$ cat src/rtl/tpu_pkg.sv
// Shared types and helpers for the systolic array front end.
// The skew helper maps a stream cycle and a lane onto the activation row that lane carries.
package tpu_pkg;

  localparam int DEF_K = 2;
  localparam int DEF_W = 8;

  typedef enum logic [1:0] {
    IDLE,
    LOAD_W,
    STREAM,
    DRAIN
  } feeder_state_t;

  typedef struct packed {
    logic        vld;
    logic [15:0] row;
  } skew_t;

  // Lane `lane` carries row (t - lane) while that row index lies inside the matrix.
  function automatic skew_t skew_sel(input int t, input int lane, input int k = DEF_K);
    skew_t s;
    s.vld = (t >= lane) && ((t - lane) < k);
    s.row = s.vld ? 16'(t - lane) : 16'd0;
    return s;
  endfunction

endpackage

$ cat src/rtl/systolic_feeder.sv
// Job sequencer feeding a KxK weight-stationary systolic array: weight load,
// diagonally skewed activation stream, drain window, then a done pulse.
module systolic_feeder
  import tpu_pkg::*;
#(
  parameter int K            = DEF_K,
  parameter int W            = DEF_W,
  parameter int DRAIN_CYCLES = 2 * K
) (
  input  logic                       clk,
  input  logic                       rst,
  input  logic                       flush,
  input  logic                       in_valid,
  output logic                       in_ready,
  input  logic [K-1:0][K-1:0][W-1:0] in_act,
  input  logic [K-1:0][K-1:0][W-1:0] in_wgt,
  output logic                       load_weights,
  output logic [K-1:0][K-1:0][W-1:0] weights,
  output logic                       start,
  output logic [K-1:0][W-1:0]        data,
  output logic                       done,
  output logic                       busy
);

  localparam int TW = $clog2(2 * K - 1);
  localparam int DW = (DRAIN_CYCLES > 1) ? $clog2(DRAIN_CYCLES) : 1;
  localparam int RW = (K > 1) ? $clog2(K) : 1;

  localparam logic [TW-1:0] T_LAST = TW'(2 * K - 2);
  localparam logic [DW-1:0] D_LAST = DW'(DRAIN_CYCLES - 1);

  feeder_state_t              state;
  logic [TW-1:0]              t;
  logic [DW-1:0]              d;
  logic [K-1:0][K-1:0][W-1:0] act_q;
  logic [K-1:0][K-1:0][W-1:0] wgt_q;
  logic                       accept;

  assign in_ready = (state == IDLE) && !flush;
  assign accept   = in_valid && in_ready;

  // Latched matrices survive flush and done; only rst clears them.
  always_ff @(posedge clk) begin
    if (rst) begin
      state <= IDLE;
      t     <= '0;
      d     <= '0;
      act_q <= '0;
      wgt_q <= '0;
    end else if (flush) begin
      state <= IDLE;
      t     <= '0;
      d     <= '0;
    end else begin
      unique case (state)
        IDLE: begin
          if (accept) begin
            act_q <= in_act;
            wgt_q <= in_wgt;
            state <= LOAD_W;
          end
        end
        LOAD_W: begin
          t     <= '0;
          state <= STREAM;
        end
        STREAM: begin
          if (t == T_LAST) begin
            t     <= '0;
            d     <= '0;
            state <= DRAIN;
          end else begin
            t <= t + TW'(1);
          end
        end
        DRAIN: begin
          if (d == D_LAST) begin
            d     <= '0;
            state <= IDLE;
          end else begin
            d <= d + DW'(1);
          end
        end
        default: state <= IDLE;
      endcase
    end
  end

  assign busy         = (state != IDLE);
  assign load_weights = (state == LOAD_W);
  assign start        = (state == STREAM);
  assign done         = (state == DRAIN) && (d == D_LAST);
  assign weights      = load_weights ? wgt_q : '0;

  for (genvar i = 0; i < K; i++) begin : g_lane
    skew_t         sel;
    logic [RW-1:0] row;
    assign sel     = skew_sel(int'(t), i, K);
    assign row     = RW'(sel.row);
    assign data[i] = (start && sel.vld) ? act_q[row][i] : '0;
  end

endmodule
$ cat config.mk
export PLATFORM = sky130hd
export DESIGN_NAME = systolic_feeder
export DESIGN_NICKNAME = d
export VERILOG_FILES = /design/src/rtl/tpu_pkg.sv /design/src/rtl/systolic_feeder.sv
export SDC_FILE = /design/constraint.sdc
export NUM_CORES = 1
export LEC_CHECK = 0
export BUFFER_PORTS_ARGS = -buffer_cell sky130_fd_sc_hd__buf_2
export CORE_ASPECT_RATIO = 0.8
export CORE_MARGIN = 3
export CORE_UTILIZATION = 41
export CTS_BUF_LIST = sky130_fd_sc_hd__clkbuf_4 sky130_fd_sc_hd__clkbuf_8
export DETAILED_ROUTE_END_ITERATION = 10
export HOLD_SLACK_MARGIN = 0.05
export PLACE_DENSITY = 0.73
export SLEW_MARGIN = 20
export SYNTH_ARGS = -nofsm -noshare
export SYNTH_HDL_FRONTEND = slang
export SYNTH_SLANG_ARGS = --single-unit
$ cat constraint.sdc
create_clock -name clk -period 2.8 [get_ports clk]
set_input_delay 0.14 -clock clk [delete_from_list [all_inputs] [get_ports clk]]
set_output_delay 0.14 -clock clk [all_outputs]
set_load 0.05 [all_outputs]
==> impl_metrics.py <==
metrics = {
    "timing": {
        "timing.final.crit_share": 0.7675,
        "setup_viol_count_final": 0,
        "rsz0062_at_grt": "no",
        "setup-tns-final_ps": 0,
        "period_minus_slack_ps": 2149,
        "finalMaxSlewViolations": 0,
        "worst_slew_pin_slew_ps": 887.4,
        "fin_skew_ps": 6.324,
        "hold_viol": 0,
        "slew_headroom": 0.4084,
        "setup_slack_ps": 651.0,
        "fmax_ghz": 0.4653,
    },
    "yosys": {
        "ys_seq_area_frac": 0.4491,
        "yosysTopAreaCell": "dfxtp_1",
        "synth_most_common_cell": "nand2_1",
        "synth-async-reset-ratio": 0,
        "ys_warn_count": 0,
        "syn_inst": 396,
        "ys_ff_latch": 70,
        "syn-cell-area_um2": 3120,
        "synth-main-ff-cell": "dfxtp_1",
        "syn_avg_cell_area_um2": 7.880,
        "synth_common_cells": "132 x nand2_1, 70 x dfxtp_1, 64 x a21oi_1",
        "synth_enable_flop_cells": 0,
        "synth_cell_type_count": 24,
        "synth.net_count": 473,
        "ys_top_cells_by_area": "dfxtp_1 45%, nand2_1 16%, a21oi_1 10%",
        "yosysTopAreaCellShare": 0.4491,
    },
    "setup_path": {
        "required_ps": 2660,
        "path_class": "reg2out",
        "crit_path_top_delay_cell": "ha_1",
        "path_max_fanout": 33,
        "rr_startpoint": "state[0]$_SDFFE_PP0P_",
        "timing.rr.end": "wgt_q[12]$_SDFFE_PP0P_",
        "ff2ff_setup_slack_ps": 920,
        "crit_family": "adder cells",
        "reg2reg_depth": 6,
        "crit_chain": "inv_1, ha_1, and2_1, buf_2",
        "critPathMaxStageDelay_ps": 730,
        "setup.worst_path.end_class": "output pin",
        "arrival_ps": 2010,
        "path_buf_inv": 2,
        "cp.depth": 4,
        "cp-start-kind": "register",
    },
    "route": {
        "viasPerCell": 4.689,
        "routed_wl_mm": 8.580,
        "antenna_left": 0,
        "firstDrtPassIters": 4,
        "vias": 3137,
        "drt_drc_violations_left": 0,
        "wire_per_inst_um": 12.83,
        "drtIter0Drc": 135,
    },
    "floorplan": {
        "start_util": 0.4378,
        "io_pins": 121,
        "dieArea_um2": 8700,
        "die_h_um": 84.03,
        "fp.dieW_um": 103.5,
        "fp-row-count": 27,
        "core_area_um2": 7128,
    },
    "global_routing": {
        "grt_usage": 0.2007,
        "grt_pass1_vias": 3057,
        "grt_overflow": 0,
        "gr-usage-met3": 0.06032,
        "antenna_found_initial": 0,
        "gr-max-usage-layer": "met2",
        "grt_first_pass_wirelength_mm": 14.43,
        "grt_start_max_net_pins": 53,
        "grt_use_met1": 0.2471,
        "grt.met2_usage": 0.3325,
    },
    "clock_network": {
        "cts_tree": "built",
        "clk_path_buf_depth": 2,
        "ctsResizeCount": 0,
        "cts_setup_buffers": 0,
        "root_buffer": "clkbuf_8",
        "insertion_delay_ps": 340,
        "cts_buffers": 9,
        "cts.sinks": 70,
        "path_clk_slew_ps": 70,
        "htreeDepth": 3,
    },
    "power_and_ir_drop": {
        "power_per_cell_area_nw_per_um2": 491.3,
        "power.leakage_nw": 1.961,
        "power_mw": 2.227,
        "peakVddDrop_mv": 0.2766,
    },
    "layout": {
        "nFillCells": 619,
        "drive_gt1_frac": 0.2500,
        "final_cells": 669,
        "nNetsFinal": 641,
        "syn_to_final_growth_pct": 45.27,
        "diodes": 0,
    },
    "hold_path": {
        "min_from": "in_act[26]",
        "hold_class": "in2reg",
        "hold_path_end": "act_q[26]$_SDFFE_PP0P_",
        "hold_path_depth": 3,
    },
    "placed_design": {
        "place_ws_ps": 942.2,
        "gp_congestion": 0.7683,
        "port_buffers": 120,
        "dp_hpwl_mm": 5.222,
        "placed_cells": 593,
    },
    "run": {
        "drv_cap": 0,
    },
    "run_status": {
        "status": "completed",
    },
}
[power by group]
| part | switching [mW] | total [mW] | leakage (nW) | internal [mW] |
|---|---|---|---|---|
| sequential | 0.0214 | 1.06 | 0.571 | 1.04 |
| clock | 0.381 | 0.876 | 0.0973 | 0.495 |
| combinational | 0.148 | 0.289 | 1.29 | 0.141 |
[sequential cells by signal (all words and copies together), names as in the netlist]
name and count:
act_q 32, wgt_q 32, d 2, state 2, t 2
[routing by layer]
layer | up-vias | wire length [µm]
met5 | - | 0
met4 | 0 | 190
met3 | 18 | 487
met2 | 102 | 3999
met1 | 1414 | 3902
li1 | 1603 | -
[metrics by stage]
stage                     hold WS, ps  instance area [µm²]  utilization
final                           64.23                 4533       0.6359
after global routing            58.52                 4533       0.6359
after CTS                       56.59                 4533       0.6359
after detailed placement        387.6                 3711       0.5206
after global placement          381.1                 3711       0.5206
after floorplan                 219.3                 3120            -
[how the worst max path moves through the flow]
stage / startpoint / slack [ps] / to
2_1_floorplan: state[0]$_SDFFE_PP0P_ / 690 / data[0]
3_3_place_gp: state[0]$_SDFFE_PP0P_ / 1010 / wgt_q[13]$_SDFFE_PP0P_
3_5_place_dp: state[0]$_SDFFE_PP0P_ / 940 / act_q[31]$_SDFFE_PP0P_
4_1_cts: state[1]$_SDFFE_PP0P_ / 620 / weights[14]
5_1_grt: state[1]$_SDFFE_PP0P_ / 420 / weights[12]
6_report: state[1]$_SDFFE_PP0P_ / 650 / weights[0]
[cell usage in the layout, fill, tap and decap left out, types with 3 or more instances in the layout]
| cell | count |
|---|---|
| ha_1 | 9 |
| dlygate4sd3_1 | 61 |
| a21oi_1 | 64 |
| dfxtp_1 | 70 |
| mux2i_1 | 18 |
| and2_1 | 34 |
| inv_1 | 6 |
| nor2_1 | 19 |
| buf_2 | 120 |
| clkbuf_8 | 9 |
| clkinvlp_4 | 3 |
| nand2_1 | 132 |
[what timing repair did]
action	4_1_cts	5_1_grt
endpoints found under the setup margin	0	0
hold buffers	61	0
hold endpoints to repair	61	0
[cell type report]
cell class,count,area [µm²],area share
repair buffers,184,1259,0.2777
clock buffers,9,123.9,0.02733
well taps,101,126.4,0.02788
multi-input cells,293,1513,0.3337
clock inverters,6,87.58,0.01932
inverters,6,22.52,0.004968
flip-flops and latches,70,1401,0.3091
[kinds of logic (layout without fill, tap and decap cells)]
| logic type | after synthesis | in the layout | share of synthesized area |
|---|---|---|---|
| fa+ha+maj | 9 | 9 | 0.03609 |
| flops | 70 | 70 | 0.4491 |
| buf+inv | 33 | 205 | 0.06656 |
| compound gates | 71 | 71 | 0.1199 |
| simple gates | 195 | 195 | 0.2707 |
| mux | 18 | 18 | 0.05774 |
[tightest hold or removal path, stage by stage]
cell	delay [ps]
buf_2	100
nand2_1	50
a21oi_1	60
Note: power is estimated with default switching activity, not from simulation.
